--- config.mk ---
export PLATFORM = sky130hd
export DESIGN_NAME = bnn_popcount_driver
export DESIGN_NICKNAME = d
export VERILOG_FILES = /design/src/rtl/bnn_popcount_driver.sv
export SDC_FILE = /design/constraint.sdc
export NUM_CORES = 1
export LEC_CHECK = 0
export ABC_CLOCK_PERIOD_IN_PS = 6150
export BUFFER_PORTS_ARGS = -buffer_cell sky130_fd_sc_hd__clkbuf_2
export CORE_AREA = 2 2 233 235
export DETAILED_ROUTE_END_ITERATION = 8
export DIE_AREA = 0 0 235 237
export PLACE_DENSITY = 0.59
export SLEW_MARGIN = 20
export SYNTH_ARGS = -nofsm -noshare
export SYNTH_HDL_FRONTEND = slang
export SYNTH_SLANG_ARGS = --single-unit
--- constraint.sdc ---
create_clock -name iCLK -period 6.15 [get_ports iCLK]
set_input_delay 0.3075 -clock iCLK [delete_from_list [all_inputs] [get_ports iCLK]]
set_output_delay 0.3075 -clock iCLK [all_outputs]
set_load 0.1 [all_outputs]
--- src/rtl/bnn_popcount_driver.sv ---
// Sequencer for one fully-connected binary layer: streams activation/weight word pairs into the
// XNOR-popcount unit, accumulates per-neuron partial counts, thresholds them and packs result bits.
module bnn_popcount_driver #(
  parameter int WL      = 112,
  parameter int NWORDS  = 4,
  parameter int NNEURON = 10,
  parameter int ACCW    = 9,
  parameter int WADDRW  = 6,
  parameter int AADDRW  = 2,
  parameter int OADDRW  = 1
) (
  input  logic              iCLK,
  input  logic              iRST,
  input  logic              iSTART,
  input  logic [ACCW-1:0]   iTHRESH,
  output logic [WADDRW-1:0] oW_ADDR,
  input  logic [WL-1:0]     iW_DATA,
  output logic [AADDRW-1:0] oA_ADDR,
  input  logic [WL-1:0]     iA_DATA,
  output logic              oPC_EN,
  output logic [WL-1:0]     oPC_DATA,
  output logic [WL-1:0]     oPC_WEIGHT,
  output logic [2:0]        oPC_STATE,
  output logic [4:0]        oPC_ADDR,
  input  logic [6:0]        iPC_DATA,
  input  logic              iPC_EN,
  output logic              oOUT_WE,
  output logic [OADDRW-1:0] oOUT_ADDR,
  output logic [WL-1:0]     oOUT_DATA,
  output logic              oBUSY,
  output logic              oDONE
);

  localparam int NW  = $clog2(NNEURON + 1);
  localparam int BPW = $clog2(WL);

  localparam logic [AADDRW-1:0] W_LAST  = AADDRW'(NWORDS - 1);
  localparam logic [NW-1:0]     N_LAST  = NW'(NNEURON - 1);
  localparam logic [NW-1:0]     N_END   = NW'(NNEURON);
  localparam logic [BPW-1:0]    BP_LAST = BPW'(WL - 1);

  typedef enum logic [2:0] {
    S_IDLE, S_ISSUE, S_DRAIN, S_FLUSH, S_DONE
  } state_t;

  state_t              r_state;
  logic [NW-1:0]       r_ni;
  logic [AADDRW-1:0]   r_wi;
  logic [WADDRW-1:0]   r_waddr;
  logic [NW-1:0]       r_nr;
  logic [AADDRW-1:0]   r_wr;
  logic [ACCW-1:0]     r_acc;
  logic [WL-1:0]       r_pack;
  logic [BPW-1:0]      r_bp;
  logic [OADDRW-1:0]   r_ocnt;
  logic                r_pc_en;
  logic                r_out_we;
  logic [OADDRW-1:0]   r_out_addr;
  logic [WL-1:0]       r_out_data;
  logic                r_busy;
  logic                r_done;

  logic                w_rx;
  logic [ACCW-1:0]     w_sum;
  logic                w_bit;
  logic [WL-1:0]       w_pack_nxt;

  // Results are trusted to arrive in issue order; anything beyond the last neuron is dropped.
  assign w_rx  = iPC_EN && (r_state == S_ISSUE || r_state == S_DRAIN) && (r_nr != N_END);
  assign w_sum = ((r_wr == '0) ? '0 : r_acc) + ACCW'(iPC_DATA);
  assign w_bit = (w_sum >= iTHRESH);

  always_comb begin
    w_pack_nxt       = r_pack;
    w_pack_nxt[r_bp] = w_bit;
  end

  always_ff @(posedge iCLK) begin
    if (iRST) begin
      r_state    <= S_IDLE;
      r_ni       <= '0;
      r_wi       <= '0;
      r_waddr    <= '0;
      r_nr       <= '0;
      r_wr       <= '0;
      r_acc      <= '0;
      r_pack     <= '0;
      r_bp       <= '0;
      r_ocnt     <= '0;
      r_pc_en    <= 1'b0;
      r_out_we   <= 1'b0;
      r_out_addr <= '0;
      r_out_data <= '0;
      r_busy     <= 1'b0;
      r_done     <= 1'b0;
    end else begin
      r_pc_en  <= 1'b0;
      r_out_we <= 1'b0;

      if (w_rx) begin
        r_acc <= w_sum;
        if (r_wr == W_LAST) begin
          r_wr <= '0;
          r_nr <= r_nr + NW'(1);
          if (r_bp == BP_LAST) begin
            r_out_we   <= 1'b1;
            r_out_data <= w_pack_nxt;
            r_out_addr <= r_ocnt;
            r_ocnt     <= r_ocnt + OADDRW'(1);
            r_pack     <= '0;
            r_bp       <= '0;
          end else begin
            r_pack <= w_pack_nxt;
            r_bp   <= r_bp + BPW'(1);
          end
        end else begin
          r_wr <= r_wr + AADDRW'(1);
        end
      end

      case (r_state)
        S_IDLE: begin
          r_ni    <= '0;
          r_wi    <= '0;
          r_waddr <= '0;
          r_nr    <= '0;
          r_wr    <= '0;
          r_pack  <= '0;
          r_bp    <= '0;
          r_ocnt  <= '0;
          if (iSTART) begin
            r_state <= S_ISSUE;
            r_busy  <= 1'b1;
          end
        end
        S_ISSUE: begin
          // Read data lands one cycle after the address, together with this flag.
          r_pc_en <= 1'b1;
          if (r_wi == W_LAST) begin
            if (r_ni == N_LAST) begin
              r_state <= S_DRAIN;
            end else begin
              r_wi    <= '0;
              r_ni    <= r_ni + NW'(1);
              r_waddr <= r_waddr + WADDRW'(1);
            end
          end else begin
            r_wi    <= r_wi + AADDRW'(1);
            r_waddr <= r_waddr + WADDRW'(1);
          end
        end
        S_DRAIN: begin
          if (r_nr == N_END) r_state <= S_FLUSH;
        end
        S_FLUSH: begin
          if (r_bp != '0) begin
            r_out_we   <= 1'b1;
            r_out_data <= r_pack;
            r_out_addr <= r_ocnt;
            r_ocnt     <= r_ocnt + OADDRW'(1);
            r_pack     <= '0;
            r_bp       <= '0;
          end
          r_done  <= 1'b1;
          r_busy  <= 1'b0;
          r_state <= S_DONE;
        end
        S_DONE: begin
          r_done  <= 1'b0;
          r_state <= S_IDLE;
        end
        default: r_state <= S_IDLE;
      endcase
    end
  end

  assign oA_ADDR    = r_wi;
  assign oW_ADDR    = r_waddr;
  assign oPC_EN     = r_pc_en;
  assign oPC_DATA   = iA_DATA;
  assign oPC_WEIGHT = iW_DATA;
  assign oPC_STATE  = 3'b011;
  assign oPC_ADDR   = 5'd0;
  assign oOUT_WE    = r_out_we;
  assign oOUT_ADDR  = r_out_addr;
  assign oOUT_DATA  = r_out_data;
  assign oBUSY      = r_busy;
  assign oDONE      = r_done;

endmodule
---- After elaboration in Yosys (flattened, before gate mapping) ----
Index checks and enable logic that the tools add are counted.
cells by class
  multiplexer cells ....................... 53
  eq/ne operators ......................... 16
  order comparisons ....................... 3
  reduce and logical (&&, ||, !) cells .... 16
  $add $sub $neg .......................... 8
operator list
  kind                                                  count
  2-to-1 mux 112 bit                                    9
  one-hot mux 112 bit (2 select lines)                  1
  bitwise mux 112 bit                                   1
  2-to-1 mux 7 bit                                      4
  2-to-1 mux 1 bit                                      17
  one-hot mux 7 bit (2 select lines)                    1
  2-to-1 mux 3 bit                                      4
  2-to-1 mux 6 bit                                      2
  one-hot mux 3 bit (4 select lines)                    1
  one-hot mux 6 bit (2 select lines)                    1
  adder 9 x 7 -> 9 bit                                  1
  >= comparator 9 bit                                   1
  2-to-1 mux 9 bit                                      1
  adder 4 x 1 -> 4 bit (second input constant)          2
  == test 4 bit (second input constant)                 2
  < comparator 7 x 8 -> 1 bit (second input constant)   1
  2-to-1 mux 4 bit                                      2
  one-hot mux 4 bit (2 select lines)                    1
  adder 7 x 1 -> 7 bit (second input constant)          1
  demux 1 bit (select 7 bit)                            1
  == test 7 bit (second input constant)                 1
  >= comparator 7 x 1 -> 1 bit (second input constant)  1
  nonzero test 7 bit                                    1
  adder 6 x 1 -> 6 bit (second input constant)          1
  22 further kinds                                      38
storage, ports and cells
  input bits .............................. 244
  output and inout port bits .............. 357
  register bits ........................... 267
  word-level logic and storage cells ...... 112

---- Longest topological paths before layout ----
Gate-level depths: netlist (run 1).
  depth in word-level cells ............... 10
  depth in mapped cells ................... 19
  gate-level depth less buffers ........... 16

---- Worst setup path after synthesis (run 1) ----
Ideal clock, no wire load.
  path type ............................... register to register
  start point ............................. register r_wr[0]
  end point ............................... register r_pack[64]
  cell stages (with the launch flop) ...... 20
  setup slack ............................. 2.190 ns
  data required time ...................... 6.080 ns
  path buffers ............................ 3
  period minus slack after synthesis ...... 3.960 ns
  library setup time ...................... 0.070 ns
  data arrival time ....................... 3.890 ns
  cell sequence ........................... dfxtp_1 > inv_1 > ha_1 > clkbuf_1 > nor2b_1 > ha_1 > fa_1 > a211o_1 > a21oi_1 > a211oi_1 > xnor2_1 > nor2_1 > ha_1 > nand4_1 > or3_1 > o311ai_2 > clkbuf_1 > buf_2 > nand4_1 > a21oi_1
between the ends
  cells in the longest elaborated chain, start to end .. 10
  elaborated cells on any way between the ends .. 11
  those cells by class .................... add/sub (1); order compare (1); eq/ne (1); mux (7); reduce/logical (1)
RTL lines
  item                                      line  RTL
  from (decl)                               51    logic [AADDRW-1:0] r_wr;
  from (signal assigned)                    117   r_wr <= r_wr + AADDRW'(1);
  logical NOT 2 bit (*)                     70    assign w_sum = ((r_wr == '0) ? '0 : r_acc) + ACCW'(iPC_DATA);
  2-to-1 mux 9 bit (*)                      70
  adder 9 x 7 -> 9 bit (*)                  70
  net w_sum[8]                              64    logic [ACCW-1:0] w_sum;
  >= comparator 9 bit (*)                   71    assign w_bit = (w_sum >= iTHRESH);
  bitwise mux 112 bit (*)                   75    w_pack_nxt[r_bp] = w_bit;
  2-to-1 mux 112 bit (*)                    105   if (r_bp == BP_LAST) begin
  2-to-1 mux 112 bit (*)                    102   if (r_wr == W_LAST) begin
  2-to-1 mux 112 bit (*)                    100   if (w_rx) begin
  2-to-1 mux 112 bit                        156   if (r_bp != '0) begin
  one-hot mux 112 bit (2 select lines) (*)  121   case (r_state)
  to (signal assigned)                      113   r_pack <= w_pack_nxt;
  to (decl)                                 53    logic [WL-1:0] r_pack;
Mark *: on every way through the listed nets, which the timed path passes. The rest lies on a longest branch.
A chain may end at the register's enable or synchronous reset.

---- Final worst setup path (run 1) ----
  start point ............................. register r_wr[0]
  end point ............................... register r_out_data[111] (netlist: oOUT_DATA[111])
between the ends
  cells in the longest elaborated chain, start to end .. 10
  elaborated cells on any way between the ends .. 11
  those cells by class .................... add/sub (1); order compare (1); eq/ne (1); mux (7); reduce/logical (1)
RTL lines
  item                      line  RTL
  logical NOT 2 bit (*)     70
  2-to-1 mux 9 bit (*)      70
  adder 9 x 7 -> 9 bit (*)  70
  net w_sum[8]              64
  >= comparator 9 bit (*)   71
  bitwise mux 112 bit (*)   75
  2-to-1 mux 112 bit (*)    105
  2-to-1 mux 112 bit (*)    102
  2-to-1 mux 112 bit (*)    100
  2-to-1 mux 112 bit        156
  2-to-1 mux 112 bit (*)    121
  to (signal assigned)      107   r_out_data <= w_pack_nxt;
  to (signal assigned)      158   r_out_data <= r_pack;
  to (decl)                 59    logic [WL-1:0] r_out_data;
Marks and branches as above.

==> impl_metrics.yaml, run 1 <==
clocking:
  max-clock-path-buffers: 3
  cts_tree: "built"
  post-cts-setup-buffers: 0
  tritoncts_num_sinks: 267
  post_cts_hold_buffer_count: 0
  cts-buffers-inserted: 31
  clock_tree.root_cell: "clkbuf_16"
  htree_levels: 1
  postCtsResizedCells: 0
  clock_insertion_delay_worst_skew_ns: 0.58
  clkTransAtPathRegs_ns: 0.06
worst_setup_path:
  worstPathRequired_ns: 6.63
  critPathSlowestCell: "or3_1"
  setup.worst_path.end_class: "flip-flop"
  largest_driver_fanout_on_the_critical_path: 116
  setup.worst_path.class: "reg -> reg"
  worstPathArrival_ns: 4.95
  max_stage_delay_ns: 0.46
  crit_path_start_kind: "flip-flop"
  cell_by_cell_listing_of_the_critical_path: "inv_1, ha_1, nor2b_1, ha_1, fa_1, a211o_1, a21oi_1, a211oi_1, xnor2_1, nor2_1, ha_1, nand4_1, or3_1, o311ai_4, buf_12, a32oi_1, a21oi_1"
  crit_path_frequent_cell: "ha_1"
logic_synthesis:
  yosys_warnings: 0
  largest_family_of_logic_cells_by_synthesized_area: "compound AO/OA/AOI/OAI gates"
  synth.lib_cells_used.distinct: 58
  synth.top_cell.area_share: 0.397
  synth_edf_count: 0
  ys_ff_latch: 267
  synth_xor_xnor_area_share: 0.0117
  synth_compound_area_frac: 0.199
  main_area_contributors_after_synthesis: "dfxtp_1 (40%), buf_4 (13%), a21oi_1 (13%)"
  yosys-mux-area-fraction: 0.00678
  synth-main-ff-cell: "dfxtp_1"
  post_syn_area_per_cell_um2: 7.82
  synth.yosys.seq_area_share: 0.397
  mapped_cell_area_mm2: 0.0135
  synth-async-reset-ratio: 0
  syn_inst: 1723
  synth-simple-area-share: 0.170
  synth_area_leader_cell: "dfxtp_1"
  synth_adder_area_share: 0.0256
place:
  gp_congestion: 0.807
  post-dp-hpwl_um: 27700
  port_buffers: 144
  worst_slack_at_placement_ns: 1.75
timing:
  fmaxAchievable_mhz: 223
  clk_skew_ns: 0.0288
  setup_repair_after_global_routing_missed_its_margin: "no"
  hold_slack_ns: 0.189
  timing.final.ws_setup_ns: 1.67
  slew_headroom: 0.273
  worst-slew-pin-transition_ns: 1.09
  post-route-period-util: 0.728
  final-hold-violation-count: 0
  post-route-min-period_ns: 4.48
  finalSetupTns_ns: 0
  report.final.setup_viol: 0
  timing.final.max_slew_violations: 0
floorplan:
  chipWidth_um: 235
  die_y_um: 237
  die_area_mm2: 0.0557
  coreArea_mm2: 0.0533
  floorplan.initialDensity: 0.253
  num_io_pins: 601
  row_count: 85
pwr:
  power_mw: 3.74
  p_leak_nw: 4.58
  power-per-cell-area_mw_per_mm2: 268
  vdd_ir_drop_max_mv: 0.215
final_layout:
  filler_cell_count: 5677
  multi_input_comb_area_mm2: 0.00571
  antennaDiodeCount: 0
  drive_gt1_frac: 0.155
  final_nets: 1822
  seq_area_mm2: 0.00535
  layout_stage_area_growth_over_the_synthesis_result_pct: 3.80
route:
  remaining_drc_errors: 0
  drt.antenna.violating_nets: 0
  detail_route.wirelength_um: 42400
  drt_iter0_markers: 843
  wire_per_inst_um: 18.7
  detail_route.first_pass.iterations: 6
  detailroute.via_count: 11200
  vias_per_cell: 4.93
min_path:
  hold_path.class: "in -> reg"
global_routing:
  grt_antenna_before_repair: 0
  grt.total_usage: 0.144
  number_of_global_route_vias_before_repair: 10700
  remaining_overflow_grt: 0
  grt_first_pass_wirelength_um: 63900
  grt_start_max_net_pins: 117
flow_run:
  max_cap_violations: 0
outcome:
  run_status: "completed"
-- critical path, delay by kind of cell, from the launching register on --
kind / cells / cell delay [ns]
fa+ha+maj: 4 / 1.38
xor+xnor: 1 / 0.16
flops: 1 / 0.33
buf+inv: 2 / 0.50
simple gates: 4 / 0.79
compound gates: 6 / 1.13
-- registers in the layout, indices dropped and copies added (netlist names) --
register / cells
oOUT_DATA: 112
r_ni: 4
oOUT_ADDR: 1
oPC_EN: 1
oBUSY: 1
r_pack: 112
r_state: 3
oOUT_WE: 1
oA_ADDR: 2
oDONE: 1
r_wr: 2
oW_ADDR: 6
r_nr: 4
r_ocnt: 1
r_acc: 9
r_bp: 7
-- cells by family (layout without fill, tap and decap cells) --
kind of cell,after synthesis,after routing
adders and majority gates,27,27
buffers and inverters,406,249
and+or+nand+nor,482,482
other,2,8
DFF,267,267
AOI/OAI and AO/OA,512,512
muxes,9,9
xor gates and xnor gates,18,18
-- synthesized netlist by cell type (6+ instances only) --
cell type / instances
inv_1: 24
a21oi_1: 356
a211oi_1: 6
nand4_1: 115
nand2_1: 242
clkbuf_1: 73
nor3_1: 22
nor2b_1: 12
nand3_1: 10
ha_1: 26
o21ai_0: 120
dfxtp_1: 267
xor2_1: 10
nor2_1: 50
mux2i_1: 8
buf_6: 7
buf_2: 56
nand2b_1: 6
buf_4: 241
xnor2_1: 8
-- cell usage in the layout, fill, tap and decap left out, drive strengths merged, types with 10 or more instances in the layout --
master / n
nand3: 10
a21oi: 357
clkbuf: 185
xor2: 10
nand2: 242
o21ai: 122
nor2: 51
dfxtp: 267
ha: 26
nor2b: 12
buf: 28
inv: 26
nand4: 115
nor3: 25
-- final cells by class --
class | count | area share
multi-input cells | 1056 | 0.408
flip-flops and latches | 267 | 0.382
repair buffers | 171 | 0.0685
well taps | 696 | 0.0623
clock buffers | 42 | 0.0620
clock inverters | 12 | 0.0107
inverters | 24 | 0.00644
-- path summary, 6_finish.rpt --
path / startpoint / end / slack [ns] / cells past startpoint
max: r_wr[0] / oOUT_DATA[111] / 1.67 / 17
min: iSTART / oBUSY / 0.19 / 4
max reg2reg: r_wr[0] / oOUT_DATA[111] / 1.67 / 17
min reg2reg: r_pack[111] / r_pack[111] / 0.45 / 2
-- through the flow --
stage / cell area (um2) / util / std cells
after CTS: 14000 / 0.262 / 2268
after global placement: 12900 / 0.243 / 2213
after floorplan: 13500 / - / 1729
after detailed placement: 13000 / 0.243 / 2214
after global routing: 14000 / 0.263 / 2268
final: 14000 / 0.263 / 2268
-- report_power, final --
part / total [mW] / internal, mW / switching, mW
clock network: 1.86 / 1.11 / 0.758
logic: 0.137 / 0.0286 / 0.109
registers: 1.74 / 1.73 / 0.00585
-- per-layer routing --
metal	share of wire	vias up	wire length, um	global-route usage
met3	0.081	109	3430	0.0473
met2	0.47	437	19700	0.233
met1	0.42	5286	17800	0.174
met4	0.034	0	1440	0.0616
met5	0	-	0	0.00519
li1	-	5355	-	-
(Power assumes the default switching activity.)
==> inputs of run 2 (changes only) <==
--- a/config.mk
+++ b/config.mk
@@ -5,11 +5,11 @@
 export SDC_FILE = /design/constraint.sdc
 export NUM_CORES = 1
 export LEC_CHECK = 0
-export ABC_CLOCK_PERIOD_IN_PS = 6150
+export ABC_CLOCK_PERIOD_IN_PS = 4300
 export BUFFER_PORTS_ARGS = -buffer_cell sky130_fd_sc_hd__clkbuf_2
-export CORE_AREA = 2 2 233 235
+export CORE_AREA = 2 2 235 237
 export DETAILED_ROUTE_END_ITERATION = 8
-export DIE_AREA = 0 0 235 237
+export DIE_AREA = 0 0 237 239
 export PLACE_DENSITY = 0.59
 export SLEW_MARGIN = 20
 export SYNTH_ARGS = -nofsm -noshare
==> constraint.sdc (replaced) <==
create_clock -name iCLK -period 4.3 [get_ports iCLK]
set_input_delay 0.215 -clock iCLK [delete_from_list [all_inputs] [get_ports iCLK]]
set_output_delay 0.215 -clock iCLK [all_outputs]
set_load 0.1 [all_outputs]
==> run 2 against run 1 <==
  * Non-clock buffer count is 7 higher
  * First-iteration DRC count is 11% lower
  * Fmax is 12% higher
  * Critical path type unchanged
  * Critical endpoint is now r_pack[54]
  * Largest cell class unchanged
==> impl_metrics.yaml, run 2 (synthesized netlist as in run 1, its figures left out) <==
worst_setup_path:
  worstPathArrival_ns: 4.49
  regToRegSetupSlack_ns: 0.31
  worst_r2r_path_depth: 18
  source_of_the_worst_register_to_register_timing_path: "r_wr[0]"
  setup.worst_path.end_class: "flip-flop"
  critPathCapture: "r_pack[54]"
  worstReg2RegEnd: "r_pack[54]"
  largest_driver_fanout_on_the_critical_path: 50
  crit_path_start_kind: "flip-flop"
  worstPathRequired_ns: 4.80
  critical_path_start: "r_wr[0]"
  setup.worst_path.class: "reg -> reg"
route:
  detail_route.wirelength_um: 41400
  wire_per_inst_um: 18.1
  detail_route.first_pass.iterations: 5
  drt.antenna.violating_nets: 0
  vias_per_cell: 4.92
  detailroute.via_count: 11200
  drt_iter0_markers: 752
  remaining_drc_errors: 0
clocking:
  clkTransAtPathRegs_ns: 0.06
  clock_insertion_delay_worst_skew_ns: 0.58
  cts-buffers-inserted: 30
  postCtsResizedCells: 0
  tritoncts_num_sinks: 267
  cts_tree: "built"
  htree_levels: 1
  clock_tree.root_cell: "clkbuf_16"
  max-clock-path-buffers: 3
floorplan:
  coreArea_mm2: 0.0543
  chipWidth_um: 237
  die_area_mm2: 0.0566
  num_io_pins: 601
  die_y_um: 239
  floorplan.initialDensity: 0.248
  row_count: 86
pwr:
  pwr-share-comb: 0.037
  internal_portion_of_total_power_mw: 4.27
  power_switching_mw: 1.24
  switching_share: 0.225
  power_frac_clock: 0.511
  power_mw: 5.51
  seq_power_share: 0.452
  vdd_ir_drop_max_mv: 0.238
  p_leak_nw: 4.70
  power-per-cell-area_mw_per_mm2: 388
timing:
  slew_headroom: 0.303
  hold_slack_ns: 0.134
  finalSetupTns_ns: 0
  fmaxAchievable_mhz: 251
  post-route-period-util: 0.928
  clk_skew_ns: 0.0304
  report.final.setup_viol: 0
  post-route-min-period_ns: 3.99
  final-hold-violation-count: 0
  timing.final.max_slew_violations: 0
  worst-slew-pin-transition_ns: 1.04
  setup_repair_after_global_routing_missed_its_margin: "yes"
outcome:
  run_status: "completed"
final_layout:
  drive_gt1_frac: 0.161
  most_frequent_cells_in_the_layout: "a21oi_1 (356), dfxtp_1 (267), nand2_1 (242)"
  most_frequent_standard_cell_in_the_layout_excluding_fill_and_tap_cells: "a21oi_1"
  filler_cell_count: 5807
  antennaDiodeCount: 0
  final_nets: 1828
  layout_stage_area_growth_over_the_synthesis_result_pct: 5.32
min_path:
  hold_path.class: "in -> reg"
place:
  port_buffers: 144
  gp_congestion: 0.815
  post-dp-hpwl_um: 27900
global_routing:
  grt_start_max_net_pins: 85
  grt_first_pass_wirelength_um: 62700
  remaining_overflow_grt: 0
  number_of_global_route_vias_before_repair: 10900
  grt.total_usage: 0.138
  grt_antenna_before_repair: 0
flow_run:
  max_cap_violations: 0
[run 2: changes by cell type in the layout (fill, tap and decap cells not counted), sizes merged]
| cell | delta |
|---|---|
| clkinvlp | -1 |
| clkbuf | -1 |
| bufinv | +2 |
| buf | +7 |
| inv | -2 |
| clkinv | +3 |
[run 2: worst max-delay path, stage by stage, from the launching register on]
cell and delay, ns:
dfxtp_1 0.33, inv_1 0.06, ha_1 0.20, nor2b_1 0.07
ha_1 0.21, fa_1 0.42, a211o_1 0.29, a21oi_1 0.19
a211oi_1 0.15, xnor2_1 0.16, nor2_1 0.06, ha_1 0.31
nand4_1 0.16, or3_1 0.45, o311ai_4 0.09, buf_12 0.18
buf_12 0.22, nand4_1 0.14, a21oi_1 0.18
[run 2: worst min-delay path by stage]
stage                 startpoint       endpoint  slack (ns)  cells past startpoint
floorplan            r_pack[110]    r_pack[110]        0.43                      2
global placement    iA_DATA[103]  oPC_DATA[103]        0.43                      0
detailed placement  iA_DATA[103]  oPC_DATA[103]        0.43                      0
CTS                       iSTART          oBUSY        0.11                      4
global route              iSTART          oBUSY        0.13                      4
finish                    iSTART          oBUSY        0.13                      4
[run 2: power groups by stage]
stage	combinational, mW	clock [mW]	sequential (mW)
2_1_floorplan	1.12	0	2.56
3_3_place_gp	0.199	0	2.54
3_5_place_dp	0.201	0	2.54
4_1_cts	0.202	2.89	2.49
5_1_grt	0.219	2.99	2.49
6_report	0.204	2.82	2.49
[run 2: area by class of cell]
class / instances / area, um2 / area share
clock buffers: 41 / 892 / 0.0629
repair buffers: 178 / 1090 / 0.0765
multi-input cells: 1056 / 5680 / 0.400
well taps: 704 / 881 / 0.0621
inverters: 24 / 90.1 / 0.00635
flip-flops and latches: 267 / 5350 / 0.377
clock inverters: 14 / 215 / 0.0152
[run 2: per-stage QoR]
stage	cells	setup WS [ns]	cell area, um2	utilization
after floorplan	1729	0.340	13500	-
after global placement	2227	0.376	13000	0.240
after detailed placement	2228	0.329	13100	0.240
after CTS	2283	0.312	14200	0.261
after global routing	2284	-0.0117	14200	0.261
final	2284	0.311	14200	0.261
[run 2: what timing repair did]
item	in CTS	in global routing
setup buffers	0	1
hold buffers	0	0
hold endpoints to repair	0	0
endpoints found under the setup margin	0	12
[run 2: layer usage]
| layer | routed length (um) | global-route usage | part of all wire |
|---|---|---|---|
| met5 | 0 | 0 | 0 |
| met4 | 1990 | 0.0735 | 0.048 |
| met3 | 3550 | 0.0435 | 0.086 |
| met2 | 19400 | 0.233 | 0.47 |
| met1 | 16500 | 0.157 | 0.40 |
